[src/rtl/polara_tgen_pkg.sv]
// rtl/polara_tgen_pkg.sv - shared encodings, header layout and LFSR constants for the traffic generator
// The LFSR constants are consumed only when POLARA_TGEN_LFSR_EN is defined.
package polara_tgen_pkg;

   typedef enum logic [2:0] {
      ST_IDLE = 3'd0,
      ST_HDR  = 3'd1,
      ST_DATA = 3'd2,
      ST_GAP  = 3'd3,
      ST_DONE = 3'd4
   } tgen_state_e;

   typedef enum logic [1:0] {
      MODE_ZERO = 2'd0,
      MODE_WALK = 2'd1,
      MODE_CNT  = 2'd2,
      MODE_LFSR = 2'd3
   } tgen_mode_e;

   localparam int HDR_CHIPID_W   = 14;
   localparam int HDR_X_W        = 8;
   localparam int HDR_Y_W        = 8;
   localparam int HDR_FBITS_W    = 4;
   localparam int HDR_LEN_W      = 8;
   localparam int HDR_MSG_W      = 8;
   localparam int HDR_MSHR_W     = 8;

   localparam int HDR_MSHR_OFF   = 6;
   localparam int HDR_MSG_OFF    = 14;
   localparam int HDR_LEN_OFF    = 22;
   localparam int HDR_FBITS_OFF  = 30;
   localparam int HDR_Y_OFF      = 34;
   localparam int HDR_X_OFF      = 42;
   localparam int HDR_CHIPID_OFF = 50;

   localparam logic [31:0] LFSR_POLY = 32'h8020_0003;
   localparam logic [31:0] LFSR_SEED = 32'hACE1_ACE1;

   // Bits [5:0] stay zero; the MSHR field carries the low byte of the packet index.
   function automatic logic [63:0] build_header(
      input logic [HDR_CHIPID_W-1:0] chipid,
      input logic [HDR_X_W-1:0]      x,
      input logic [HDR_Y_W-1:0]      y,
      input logic [HDR_FBITS_W-1:0]  fbits,
      input logic [HDR_LEN_W-1:0]    len,
      input logic [HDR_MSG_W-1:0]    msg,
      input logic [HDR_MSHR_W-1:0]   mshr
   );
      logic [63:0] h;
      h = '0;
      h[HDR_CHIPID_OFF +: HDR_CHIPID_W] = chipid;
      h[HDR_X_OFF      +: HDR_X_W]      = x;
      h[HDR_Y_OFF      +: HDR_Y_W]      = y;
      h[HDR_FBITS_OFF  +: HDR_FBITS_W]  = fbits;
      h[HDR_LEN_OFF    +: HDR_LEN_W]    = len;
      h[HDR_MSG_OFF    +: HDR_MSG_W]    = msg;
      h[HDR_MSHR_OFF   +: HDR_MSHR_W]   = mshr;
      return h;
   endfunction

endpackage

[src/rtl/polara_tgen_pattern.sv]
// rtl/polara_tgen_pattern.sv - payload pattern source holding the run counter and optional LFSR
// POLARA_TGEN_LFSR_EN selects a real LFSR for mode 3; otherwise mode 3 reuses the counter.
module polara_tgen_pattern
   import polara_tgen_pkg::*;
#(
   parameter int W = 64
) (
   input  logic         clk_i,
   input  logic         rst_i,
   input  logic [1:0]   mode_i,
   input  logic [7:0]   k_i,
   input  logic         step_i,
   input  logic         clear_i,
   output logic [W-1:0] payload_o
);

   logic [31:0] cnt_q, cnt_d;

   always_comb begin
      cnt_d = cnt_q;
      if (clear_i)
         cnt_d = '0;
      else if (step_i)
         cnt_d = cnt_q + 32'd1;
   end

   always_ff @(posedge clk_i or posedge rst_i) begin
      if (rst_i)
         cnt_q <= '0;
      else
         cnt_q <= cnt_d;
   end

`ifdef POLARA_TGEN_LFSR_EN
   logic [31:0] lfsr_q, lfsr_d;

   // Right-shifting Galois form: the polynomial mask is folded in when bit 0 falls out.
   always_comb begin
      lfsr_d = lfsr_q;
      if (clear_i)
         lfsr_d = LFSR_SEED;
      else if (step_i)
         lfsr_d = {1'b0, lfsr_q[31:1]} ^ (lfsr_q[0] ? LFSR_POLY : 32'd0);
   end

   always_ff @(posedge clk_i or posedge rst_i) begin
      if (rst_i)
         lfsr_q <= LFSR_SEED;
      else
         lfsr_q <= lfsr_d;
   end
`endif

   always_comb begin
      payload_o = '0;
      case (tgen_mode_e'(mode_i))
         MODE_ZERO: payload_o = '0;
         MODE_WALK: begin
            for (int i = 0; i < W; i++)
               payload_o[i] = ((32'(k_i) % 32'(W)) == 32'(i));
         end
         MODE_CNT:  payload_o[31:0] = cnt_q;
`ifdef POLARA_TGEN_LFSR_EN
         MODE_LFSR: begin
            for (int i = 0; i < W; i++)
               payload_o[i] = lfsr_q[i % 32];
         end
`else
         MODE_LFSR: payload_o[31:0] = cnt_q;
`endif
         default:   payload_o = '0;
      endcase
   end

endmodule

[src/rtl/polara_noc_traffic_gen.sv]
// rtl/polara_noc_traffic_gen.sv - chipset-side NoC packet generator with return-flit sink
// Build option POLARA_TGEN_LFSR_EN enables the LFSR payload pattern in the pattern sub-module.
module polara_noc_traffic_gen
   import polara_tgen_pkg::*;
#(
   parameter int NUM_NOCS       = 3,
   parameter int NOC_DATA_WIDTH = 64,
   parameter int CNT_W          = 16
) (
   input  logic                               chipset_clk,
   input  logic                               chip_rst,
   input  logic                               start,
   input  logic                               abort,
   input  logic [2:0]                         noc_sel,
   input  logic [1:0]                         mode,
   input  logic [7:0]                         payload_len,
   input  logic [CNT_W-1:0]                   num_pkts,
   input  logic [7:0]                         gap_cycles,
   input  logic [13:0]                        hdr_chipid,
   input  logic [7:0]                         hdr_x,
   input  logic [7:0]                         hdr_y,
   input  logic [3:0]                         hdr_fbits,
   input  logic [7:0]                         hdr_msg_type,
   output logic [NUM_NOCS*NOC_DATA_WIDTH-1:0] chipset_intf_data,
   output logic [NUM_NOCS-1:0]                chipset_intf_val,
   input  logic [NUM_NOCS-1:0]                chipset_intf_rdy,
   input  logic [NUM_NOCS*NOC_DATA_WIDTH-1:0] intf_chipset_data,
   input  logic [NUM_NOCS-1:0]                intf_chipset_val,
   output logic [NUM_NOCS-1:0]                intf_chipset_rdy,
   output logic                               busy,
   output logic                               done,
   output logic [CNT_W-1:0]                   pkts_sent,
   output logic [31:0]                        rx_flits
);

   localparam int W = NOC_DATA_WIDTH;

   tgen_state_e      state_q, state_d;
   logic [2:0]       sel_q;
   logic [1:0]       mode_q;
   logic [7:0]       len_q, gap_q, msg_q, x_q, y_q;
   logic [CNT_W-1:0] num_q;
   logic [13:0]      chipid_q;
   logic [3:0]       fbits_q;
   logic [CNT_W-1:0] pkts_q, pkts_d, pkts_inc;
   logic [7:0]       k_q, k_d;
   logic [7:0]       gap_cnt_q, gap_cnt_d;
   logic             abort_q, abort_d, abort_now;
   logic [31:0]      rx_q, rx_d;

   logic             sel_valid, cfg_load, pat_clear, pat_step, pkt_done;
   logic             tx_active, rdy_sel, fire;
   logic [W-1:0]     hdr_w, payload_w, flit_w;
   logic [3:0]       rx_inc;
   logic [32:0]      rx_sum;
   logic             unused_rx_data;

   assign unused_rx_data   = ^intf_chipset_data;
   assign intf_chipset_rdy = '1;

   assign sel_valid = (noc_sel != 3'd0) && ({29'd0, noc_sel} <= 32'(NUM_NOCS));
   assign abort_now = abort_q | abort;
   assign pkts_inc  = pkts_q + CNT_W'(1);
   assign tx_active = (state_q == ST_HDR) || (state_q == ST_DATA);
   assign fire      = tx_active & rdy_sel;

   always_comb begin
      state_d   = state_q;
      pkts_d    = pkts_q;
      k_d       = k_q;
      gap_cnt_d = gap_cnt_q;
      abort_d   = abort_q;
      cfg_load  = 1'b0;
      pat_clear = 1'b0;
      pat_step  = 1'b0;
      pkt_done  = 1'b0;
      case (state_q)
         ST_IDLE: begin
            abort_d = 1'b0;
            if (start && sel_valid) begin
               cfg_load  = 1'b1;
               pat_clear = 1'b1;
               pkts_d    = '0;
               state_d   = ST_HDR;
            end
         end
         ST_HDR: begin
            abort_d = abort_now;
            if (fire) begin
               if (len_q == 8'd0) begin
                  pkt_done = 1'b1;
               end else begin
                  k_d     = 8'd0;
                  state_d = ST_DATA;
               end
            end
         end
         ST_DATA: begin
            abort_d = abort_now;
            if (fire) begin
               pat_step = 1'b1;
               if (k_q == len_q - 8'd1)
                  pkt_done = 1'b1;
               else
                  k_d = k_q + 8'd1;
            end
         end
         ST_GAP: begin
            abort_d = abort_now;
            if (abort_now)
               state_d = ST_DONE;
            else if (gap_cnt_q == 8'd1)
               state_d = ST_HDR;
            else
               gap_cnt_d = gap_cnt_q - 8'd1;
         end
         ST_DONE: begin
            if (!start)
               state_d = ST_IDLE;
         end
         default: state_d = ST_IDLE;
      endcase

      // Abort is only honoured at a packet boundary so no packet is ever truncated.
      if (pkt_done) begin
         pkts_d = pkts_inc;
         if (((num_q != '0) && (pkts_inc == num_q)) || abort_now) begin
            state_d = ST_DONE;
         end else if (gap_q == 8'd0) begin
            state_d = ST_HDR;
         end else begin
            gap_cnt_d = gap_q;
            state_d   = ST_GAP;
         end
      end
   end

   always_ff @(posedge chipset_clk or posedge chip_rst) begin
      if (chip_rst) begin
         state_q   <= ST_IDLE;
         pkts_q    <= '0;
         k_q       <= '0;
         gap_cnt_q <= '0;
         abort_q   <= 1'b0;
         rx_q      <= '0;
      end else begin
         state_q   <= state_d;
         pkts_q    <= pkts_d;
         k_q       <= k_d;
         gap_cnt_q <= gap_cnt_d;
         abort_q   <= abort_d;
         rx_q      <= rx_d;
      end
   end

   always_ff @(posedge chipset_clk or posedge chip_rst) begin
      if (chip_rst) begin
         sel_q    <= '0;
         mode_q   <= '0;
         len_q    <= '0;
         num_q    <= '0;
         gap_q    <= '0;
         chipid_q <= '0;
         x_q      <= '0;
         y_q      <= '0;
         fbits_q  <= '0;
         msg_q    <= '0;
      end else if (cfg_load) begin
         sel_q    <= noc_sel;
         mode_q   <= mode;
         len_q    <= payload_len;
         num_q    <= num_pkts;
         gap_q    <= gap_cycles;
         chipid_q <= hdr_chipid;
         x_q      <= hdr_x;
         y_q      <= hdr_y;
         fbits_q  <= hdr_fbits;
         msg_q    <= hdr_msg_type;
      end
   end

   polara_tgen_pattern #(
      .W (W)
   ) u_pattern (
      .clk_i     (chipset_clk),
      .rst_i     (chip_rst),
      .mode_i    (mode_q),
      .k_i       (k_q),
      .step_i    (pat_step),
      .clear_i   (pat_clear),
      .payload_o (payload_w)
   );

   always_comb begin
      hdr_w       = '0;
      hdr_w[63:0] = build_header(chipid_q, x_q, y_q, fbits_q, len_q, msg_q, pkts_q[7:0]);
   end

   assign flit_w = (state_q == ST_HDR) ? hdr_w : payload_w;

   // Flit and valid only appear on the selected lane; every other lane is driven to zero.
   always_comb begin
      chipset_intf_data = '0;
      chipset_intf_val  = '0;
      rdy_sel           = 1'b0;
      for (int i = 0; i < NUM_NOCS; i++) begin
         if (tx_active && (sel_q == 3'(i + 1))) begin
            chipset_intf_val[i]        = 1'b1;
            chipset_intf_data[i*W +: W] = flit_w;
            rdy_sel                    = chipset_intf_rdy[i];
         end
      end
   end

   always_comb begin
      rx_inc = '0;
      for (int i = 0; i < NUM_NOCS; i++)
         rx_inc = rx_inc + {3'd0, intf_chipset_val[i] & intf_chipset_rdy[i]};
      rx_sum = {1'b0, rx_q} + {29'd0, rx_inc};
      rx_d   = rx_sum[32] ? 32'hFFFF_FFFF : rx_sum[31:0];
   end

   assign busy      = (state_q == ST_HDR) || (state_q == ST_DATA) || (state_q == ST_GAP);
   assign done      = (state_q == ST_DONE);
   assign pkts_sent = pkts_q;
   assign rx_flits  = rx_q;

endmodule
[config.mk]
export PLATFORM = sky130hd
export DESIGN_NAME = polara_noc_traffic_gen
export DESIGN_NICKNAME = d
export VERILOG_FILES = /design/src/rtl/polara_tgen_pkg.sv /design/src/rtl/polara_tgen_pattern.sv /design/src/rtl/polara_noc_traffic_gen.sv
export SDC_FILE = /design/constraint.sdc
export NUM_CORES = 1
export LEC_CHECK = 0
export CORE_AREA = 2 2 207 209
export CTS_CLUSTER_SIZE = 8
export DETAILED_ROUTE_END_ITERATION = 12
export DIE_AREA = 0 0 209 211
export DONT_BUFFER_PORTS = 1
export GPL_ROUTABILITY_DRIVEN = 0
export HOLD_SLACK_MARGIN = 0.12
export SYNTH_ARGS = -nofsm -noshare
export SYNTH_HDL_FRONTEND = slang
export SYNTH_SLANG_ARGS = --single-unit
[constraint.sdc]
create_clock -name chipset_clk -period 10.2 [get_ports chipset_clk]
set_input_delay 2.04 -clock chipset_clk [delete_from_list [all_inputs] [get_ports chipset_clk]]
set_output_delay 2.04 -clock chipset_clk [all_outputs]
set_load 0.1 [all_outputs]
==> Word level (Yosys, flattened, before mapping) <==
Cells that the tools add are included.
{ "totals": {"regBits": 179, "output_inout_bits": 248} }
{ "op_classes": {"addsub": 8, "magnitude_cmp": 1, "n_eq_ne": 86, "muxes": 49, "n_bitwise": 2, "reduce_logical": 26} }
{ "op_table": {"columns": ["operator", "count"], "rows": [
  ["2-to-1 mux 64 bit", 4],
  ["== test 6 bit, second input constant", 32],
  ["2-to-1 mux 32 bit", 4],
  ["== test 6 x 5 -> 1 bit, second input constant", 16],
  ["case mux 32 bit (3 select lines)", 1],
  ["2-to-1 mux 8 bit", 10],
  ["== test 6 x 4 -> 1 bit, second input constant", 8],
  ["2-to-1 mux 16 bit", 3],
  ["adder 32 x 3 -> 33 bit", 1],
  ["adder 32 x 1 -> 32 bit, second input constant", 1],
  ["zero test 32 bit", 1],
  ["== test 6 x 3 -> 1 bit, second input constant", 4],
  ["2-to-1 mux 3 bit", 8],
  ["adder 16 x 1 -> 16 bit, second input constant", 1],
  ["== test 16 bit", 1],
  ["zero test 8 bit", 2],
  ["case mux 8 bit (2 select lines)", 1],
  ["nonzero test 16 bit", 1],
  ["subtractor 8 x 1 -> 8 bit, second input constant", 2],
  ["case mux 3 bit (5 select lines)", 1],
  ["2-to-1 mux 1 bit", 14],
  ["== test 3 x 2 -> 1 bit, second input constant", 4],
  ["== test 6 x 2 -> 1 bit, second input constant", 2],
  ["inequality test 2 bit, second input constant", 5],
  ["29 further kinds", 45]
]} }

==> Longest topological paths before layout <==
Gate-level depths: netlist of run 1.
{ "logic_depth": {"depth_word": 11, "mapped_depth": 11, "ltp_nobuf": 10} }

==> Hierarchy <==
A second synthesis of run 1 with hierarchy kept.
{ "hier_totals": {"hier_cells": 1290, "hier_area_um2": 11189.5} }
{ "modules_own_cells": {"columns": ["mod", "instances", "cells_per_inst", "area_each_um2", "seq_area_each_um2"], "rows": [
  ["polara_noc_traffic_gen", 1, 978, 8912.3, 3678.5],
  ["polara_tgen_pattern", 1, 312, 2277.2, 800.8]
]} }

==> Worst setup path after synthesis of run 1 <==
OpenSTA, ideal clock, no wires.
{ "synth_timing": {"path_type": "flip-flop to output port", "from": "register state_q[1]", "to": "output chipset_intf_data[163]", "arrival_time_ns": 2.995, "setup_slack_ns": 5.165, "path_stages_with_launch": 7, "n_path_buf": 3, "path_cell_list": "dfrtp_1 clkbuf_1 nor3b_1 clkbuf_1 clkbuf_1 a22oi_1 nor2_1"} }
{ "synth_via": {"elab_chain_cells": 4} }
{ "synth_lines": {"columns": ["element", "line_no", "text"], "rows": [
  ["start: declaration", "polara_noc_traffic_gen.sv:38", "tgen_state_e state_q, state_d;"],
  ["start signal: assignment", "polara_noc_traffic_gen.sv:147", "state_q <= state_d;"],
  ["== test 3 x 1 -> 1 bit or == test 3 x 2 -> 1 bit (tied branches)", "polara_noc_traffic_gen.sv:64, polara_noc_traffic_gen.sv:199", null],
  ["logical OR 1 bit", "polara_noc_traffic_gen.sv:64", "assign tx_active = (state_q == ST_HDR) || (state_q == ST_DATA);"],
  ["logical AND 1 bit", "polara_noc_traffic_gen.sv:207", "if (tx_active && (sel_q == 3'(i + 1))) begin"],
  ["2-to-1 mux 64 bit *", "polara_noc_traffic_gen.sv:207", null],
  ["end: declaration", "polara_noc_traffic_gen.sv:24", "output logic [NUM_NOCS*NOC_DATA_WIDTH-1:0] chipset_intf_data,"]
]} }
Every way passes the cells marked *; elsewhere a longest branch is shown, timed or not.

==> Worst setup path after layout of run 1 <==
{ "layout_timing": {"from": "register state_q[1]", "to": "output chipset_intf_data[147]"} }
The elaborated chain is that of the path after synthesis.

==> impl_metrics.csv, run 1 <==
group,metric,value,unit
logic_synthesis,yosys-top-cells-area,"sky130_fd_sc_hd__dfrtp_1, sky130_fd_sc_hd__nor2_1, sky130_fd_sc_hd__nand2_1",
finish,finish.cell_count_without_fillers,1848,
logic_synthesis,syn_inst,1331,
worst_setup_path,r2r_end,"rx_flits[29]$_DFF_PP0_",
worst_setup_path,path_class,"flop to output port",
logic_synthesis,postSynth.topFlopCell,"sky130_fd_sc_hd__dfrtp_1",
timing,finalSetupTns,0,ns
timing,clock-skew-final,0.0157,ns
cts,ctsRootBufferMaster,"sky130_fd_sc_hd__clkbuf_16",
floorplan,design.core.area,41800,sq um
logic_synthesis,share_of_async_settable_or_async_resettable_flops_after_synthesis,100,%
timing,timing.final.hold_violations,0,
timing,min_period_over_period,58.3,%
detailed_routing,detail_route.drc_violations,0,
detailed_routing,detail_route.iter0.violations,1010,
cts,post-cts-setup-buffer-count,0,
timing,tightest_slew,1.21,ns
timing,setup_repair_after_global_routing_missed_its_margin,"no",
finish,most-common-layout-cells,"sky130_fd_sc_hd__nand2_1, sky130_fd_sc_hd__nor2_2, sky130_fd_sc_hd__dfrtp_1",
cts,cts_buffers,17,
worst_setup_path,crit-reg2reg-launch,"rx_flits[0]$_DFF_PP0_",
floorplan,chipHeight,211,um
grt,number_of_global_route_vias_before_repair,9242,
detailed_routing,post_drt_wl_per_cell,21.4,um
worst_setup_path,cp_slowest_cell,"sky130_fd_sc_hd__and2_1",
grt,grt-ovfl-total,0,
cts,cts_hold_repair.buffers,0,
logic_synthesis,synth-edff-count,0,
placed_design,post-place-cells,1812,
finish,areaGrowthSynthToFinish,15.3,%
cts,tritoncts_clock_tree,"built",
finish,fin_nets,1586,
placed_design,detailed_placement_hpwl,29400,um
finish,layout.core_utilization,30.2,%
detailed_routing,detail_route.first_pass.iterations,5,
cts,max-clock-path-buffers,2,
worst_setup_path,required,8.16,ns
cts,clock_transition_time_at_the_flip_flop_clock_pins_of_the_worst_setup_and_hold_paths,0.08,ns
grt,antenna_found_initial,10,
hold_path,hold_path.class,"flop to flop",
floorplan,die_area,44100,sq um
worst_setup_path,worst-r2r-setup-slack,5.89,ns
timing,timing.final.setup_violations,0,
flow_run,cap_violations,0,
cts,cts_htree_levels,4,
timing,worst_slew_margin_rel,18.8,%
timing,post-route-min-period,5.94,ns
detailed_routing,drt_wl_total,39500,um
power,leakage,5.12,nW
finish,area_of_the_multi_input_gates,6500,sq um
logic_synthesis,synth_top_cell_by_area,"sky130_fd_sc_hd__dfrtp_1",
timing,fmax,168,MHz
cts,cts_sinks,179,
finish,fillerInstances,4379,
worst_setup_path,cp-startpoint,"state_q[1]$_DFFE_PP0P_",
worst_setup_path,setup.worst_path.end,"chipset_intf_data[147]",
logic_synthesis,synth-warning-count,0,
logic_synthesis,synth.cell_area,10900,sq um
power,p_per_area,267,nW/um^2
finish,layout-drive-gt1-share,22.9,%
logic_synthesis,syn-mean-instance-area,8.20,sq um
grt,groute.usage.overall,17.6,%
worst_setup_path,critical_path_capture_point_type,"output port",
floorplan,floorplan.initialDensity,26.1,%
placed_design,io_buffer_count,0,
logic_synthesis,synthesis_stage_register_bit_count,179,
placed_design,dp_worst_setup_slack,4.72,ns
floorplan,num_io_pins,529,
logic_synthesis,synth.distinct_cells,71,
logic_synthesis,synth_top_area_share,41.0,%
timing,final-max-slew-violation-count,0,
cts,clock_insertion_delay_worst_skew,0.46,ns
power,power.total,0.00336,W
power,max_rail_drop_vdd,0.108,mV
floorplan,placement_rows,75,
finish,layout_commonest_cell,"sky130_fd_sc_hd__nand2_1",
worst_setup_path,arrival,3.90,ns
hold_path,timing.hold.worst.start,"fbits_q[1]$_DFFE_PP0P_",
grt,grt_first_pass_wirelength,58700,um
worst_setup_path,critical_path.max_fanout,11,
timing,worst_path_setup_slack_after_routing,4.26,ns
status,status,"finished, final reports clean",
worst_setup_path,worstPathCellList,"xnor2_1 > nor3_1 > nand3_4 > inv_1 > and2_1",
worst_setup_path,worst_setup_path_start_kind,"flop",
detailed_routing,vias,9918,
logic_synthesis,synth.yosys.seq_area_share,41.0,%
grt,pin_count_of_the_biggest_net_entering_global_routing,78,
floorplan,die_width,209,um
cts,cts_repair_resize_count,0,
worst_setup_path,slowest_delay,0.90,ns
detailed_routing,vias_per_cell,5.37,
detailed_routing,final_antenna_net_count,0,
worst_setup_path,timing.reg2reg.worst_path_depth,9,
finish,register_area,4480,sq um
-- area by class of cell --
type,count,area share [%]
multi-input cells,1043,51.7
well taps,539,5.36
diodes,4,0.0795
clock inverters,15,1.37
inverters,22,0.696
flip-flops and latches,179,35.6
clock buffers,17,3.38
repair buffers,29,1.89
-- cells in the mapped netlist, drive strengths merged, types with 22 or more instances --
| master | number |
|---|---|
| nor2 | 254 |
| nand2 | 213 |
| dfrtp | 179 |
| clkbuf | 76 |
| and3 | 50 |
| xor2 | 45 |
| nand3 | 43 |
| a21oi | 35 |
| xnor2 | 35 |
| o21ai | 34 |
| mux2 | 33 |
| a22oi | 29 |
| nor3 | 25 |
| and2 | 24 |
| inv | 22 |
-- power by group --
part | switching, W | total [W] | internal (W) | leakage (nW)
Clock | 0.000331 | 0.000679 | 0.000348 | 0.276
Sequential | 0.000340 | 0.00125 | 0.000910 | 2.32
Combinational | 0.00106 | 0.00143 | 0.000378 | 2.53
-- worst max-delay path: cells and delay by family (launching register included) --
family        cells  cell delay [ns]
xor+xnor          1             0.19
buf+inv           1             0.84
flops             1             0.53
simple gates      3             1.85
-- through the flow --
stage	hold WS, ns	area, sq um
2_1_floorplan	0.440	10900
3_3_place_gp	0.458	12000
3_5_place_dp	0.459	12000
4_1_cts	0.478	12600
5_1_grt	0.497	12600
6_report	0.473	12600
-- registers in the layout (all words and copies together) (netlist names), 4 cells and up --
| register | count |
|---|---|
| u_pattern.cnt_q | 32 |
| gap_q | 8 |
| k_q | 8 |
| x_q | 8 |
| fbits_q | 4 |
| num_q | 16 |
| y_q | 8 |
| gap_cnt_q | 8 |
| pkts_sent | 16 |
| msg_q | 8 |
| rx_flits | 32 |
| chipid_q | 14 |
| len_q | 8 |
-- layer usage --
layer,GRT usage [%],part of all wire (%),up-vias
met5,0,0.15,-
met2,24.7,43,385
li1,-,-,4525
met4,4.38,1.5,10
met1,25.1,46,4956
met3,6.88,9.6,42
-- worst min-delay path by stage --
stage	end	depth (start not counted)
finish	fbits_q[1]$_DFFE_PP0P_	2
global route	y_q[5]$_DFFE_PP0P_	2
CTS	fbits_q[1]$_DFFE_PP0P_	2
detailed placement	fbits_q[1]$_DFFE_PP0P_	2
global placement	x_q[4]$_DFFE_PP0P_	2
floorplan	fbits_q[1]$_DFFE_PP0P_	2
-- cell families (layout without fill, tap and decap cells) --
family | count (synthesis) | in the layout | share of synthesized area, %
buf+inv | 111 | 83 | 4.07
xor+xnor | 80 | 80 | 6.42
flops | 179 | 179 | 41.0
fa+ha+maj | 13 | 13 | 1.63
mux | 37 | 37 | 3.77
other cells | 1 | 7 | 0.0344
compound gates | 180 | 180 | 11.6
simple gates | 730 | 730 | 31.5
(Power assumes the default switching activity.)
==> inputs of run 2 (changes only) <==
==> constraint.sdc (replaced) <==
create_clock -name chipset_clk -period 6.2 [get_ports chipset_clk]
set_input_delay 1.24 -clock chipset_clk [delete_from_list [all_inputs] [get_ports chipset_clk]]
set_output_delay 1.24 -clock chipset_clk [all_outputs]
set_load 0.1 [all_outputs]
==> run 2 against run 1 <==
Effect of this change:
- sequential power is 65% higher
- worst hold slack improved by 0.0023 ns
- clock power up 66%
- power increased by 66%
- sequential share of layout area decreased by 0.72 points
- register-to-register slack worse by 4.0 ns
- core utilization increased by 0.63 points
- combinational power grew 66%
- cell count grew 1.7%
- critical path type unchanged
==> impl_metrics.csv, run 2 (same netlist as run 1, synthesis figures left out) <==
group,metric,value,unit
floorplan,num_io_pins,529,
power,power_switching,0.00277,W
cts,tritoncts_clock_tree,"built",
power,power.total,0.00557,W
worst_setup_path,critical_path_capture_point_type,"output port",
power,leakage,5.32,nW
power,cell_internal_pwr,0.00280,W
timing,tightest_slew,1.23,ns
power,max_rail_drop_vdd,0.372,mV
worst_setup_path,cp_slowest_cell,"sky130_fd_sc_hd__nor3_1",
finish,layout-drive-gt1-share,24.5,%
cts,cts_hold_repair.buffers,0,
worst_setup_path,slowest_delay,0.81,ns
placed_design,dpl-instance-area,12300,sq um
worst_setup_path,path_class,"flop to output port",
placed_design,io_buffer_count,0,
finish,most-common-layout-cells,"sky130_fd_sc_hd__nand2_1, sky130_fd_sc_hd__nor2_2, sky130_fd_sc_hd__dfrtp_1",
detailed_routing,detail_route.iter0.violations,927,
timing,worst_slew_margin_rel,17.9,%
cts,cts_htree_levels,4,
power,clockPowerShare,20.3,%
finish,fin_nets,1620,
cts,clock_insertion_delay_worst_skew,0.46,ns
power,power.combinational.fraction,42.7,%
status,status,"finished, final reports clean",
finish,areaGrowthSynthToFinish,17.7,%
grt,pin_count_of_the_biggest_net_entering_global_routing,145,
timing,finalSetupTns,0,ns
floorplan,floorplan.initialDensity,26.1,%
finish,layout_commonest_cell,"sky130_fd_sc_hd__nand2_1",
worst_setup_path,cp_top_family,"simple AND/OR/NAND/NOR gates",
grt,antenna_found_initial,10,
power,seq_power_share,37.0,%
finish,finish.cell_count_without_fillers,1880,
timing,timing.final.setup_violations,0,
timing,min_period_over_period,80.7,%
timing,timing.final.hold_violations,0,
grt,groute.usage.overall,17.4,%
timing,final-max-slew-violation-count,0,
timing,clock-skew-final,0.00950,ns
worst_setup_path,required,4.96,ns
floorplan,design.core.area,41800,sq um
floorplan,placement_rows,75,
cts,cts_repair_resize_count,0,
worst_setup_path,critical_path.max_fanout,38,
detailed_routing,final_antenna_net_count,0,
timing,post-route-min-period,5.00,ns
worst_setup_path,worst_setup_path_start_kind,"flop",
cts,cts_sinks,179,
placed_design,detailed_placement_hpwl,29200,um
cts,ctsRootBufferMaster,"sky130_fd_sc_hd__clkbuf_16",
hold_path,hold_path.class,"flop to flop",
floorplan,die_area,44100,sq um
worst_setup_path,arrival,3.76,ns
power,p_sw_share,49.7,%
placed_design,post-place-cells,1846,
grt,number_of_global_route_vias_before_repair,9359,
finish,final_cell_area,12900,sq um
cts,post-cts-setup-buffer-count,0,
detailed_routing,detail_route.first_pass.iterations,5,
cts,cts_buffers,17,
floorplan,chipHeight,211,um
grt,grt-ovfl-total,0,
timing,worst_hold_slack,0.476,ns
grt,grt_first_pass_wirelength,58300,um
timing,fmax,200,MHz
floorplan,die_width,209,um
flow_run,cap_violations,0,
detailed_routing,drt_wl_total,39100,um
power,p_per_area,433,nW/um^2
cts,clock_transition_time_at_the_flip_flop_clock_pins_of_the_worst_setup_and_hold_paths,0.07,ns
detailed_routing,vias_per_cell,5.26,
detailed_routing,detail_route.drc_violations,0,
worst_setup_path,worst_path_bufs_invs,2,
detailed_routing,post_drt_wl_per_cell,20.8,um
timing,setup_repair_after_global_routing_missed_its_margin,"no",
cts,max-clock-path-buffers,2,
worst_setup_path,worstPathCellList,"inv_1 > nand3b_1 > buf_4 > nand2_1 > nor3_1 > a221o_1 > and2_1",
worst_setup_path,worst-r2r-setup-slack,1.87,ns
detailed_routing,vias,9885,
==> run 2: cell count changes in the layout (fill, tap and decap cells not counted), moves of 3 or more <==
cell                         before  now
sky130_fd_sc_hd__buf_4           28   61
sky130_fd_sc_hd__clkbuf_1         0    3
sky130_fd_sc_hd__clkinv_8         3    0
sky130_fd_sc_hd__clkinvlp_4       5    2
sky130_fd_sc_hd__inv_8            3    0
==> run 2: tightest hold or removal path: cells and delay by family (launching register included) <==
kind / cells / cell delay, ns
flops: 1 / 0.34
simple gates: 2 / 0.11
==> run 2: worst paths after layout <==
| kind | start | endpoint | cells after the start |
|---|---|---|---|
| max in group asynchronous | chip_rst | rx_flits[17]$_DFF_PP0_ | 2 |
| min in group asynchronous | chip_rst | rx_flits[28]$_DFF_PP0_ | 1 |
| max | state_q[2]$_DFFE_PP0P_ | chipset_intf_data[146] | 7 |
| min | fbits_q[1]$_DFFE_PP0P_ | fbits_q[1]$_DFFE_PP0P_ | 2 |
| min reg2reg | fbits_q[1]$_DFFE_PP0P_ | fbits_q[1]$_DFFE_PP0P_ | 2 |
| max reg2reg | rx_flits[0]$_DFF_PP0_ | rx_flits[29]$_DFF_PP0_ | 9 |
==> run 2: per-layer routing <==
metal	track usage, %	wire (um)
met1	24.7	18000
met2	24.4	16700
met3	6.57	3700
met4	4.88	663
met5	0	47
==> run 2: metrics by stage <==
| step | setup slack, ns | utilization (%) |
|---|---|---|
| after floorplan | 0.101 | - |
| after global placement | 1.56 | 29.3 |
| after detailed placement | 1.54 | 29.3 |
| after CTS | 1.22 | 30.8 |
| after global routing | 1.00 | 30.8 |
| final | 1.20 | 30.8 |
==> run 2: final cells by class <==
class,count,area (sq um)
Sequential cell,179,4480
Multi-Input combinational cell,1043,6500
Antenna cell,4,10.0
Tap cell,539,674
Timing Repair Buffer,63,505
Fill cell,4381,28900
Inverter,22,87.6
Clock buffer,22,464
Clock inverter,8,128
==> run 2: power groups by stage <==
stage	logic [W]	registers, W	clock network, W
global route	0.00255	0.00212	0.00121
finish	0.00237	0.00206	0.00113
global placement	0.00232	0.00206	0
floorplan	0.00173	0.00195	0
detailed placement	0.00236	0.00207	0
CTS	0.00237	0.00205	0.00117
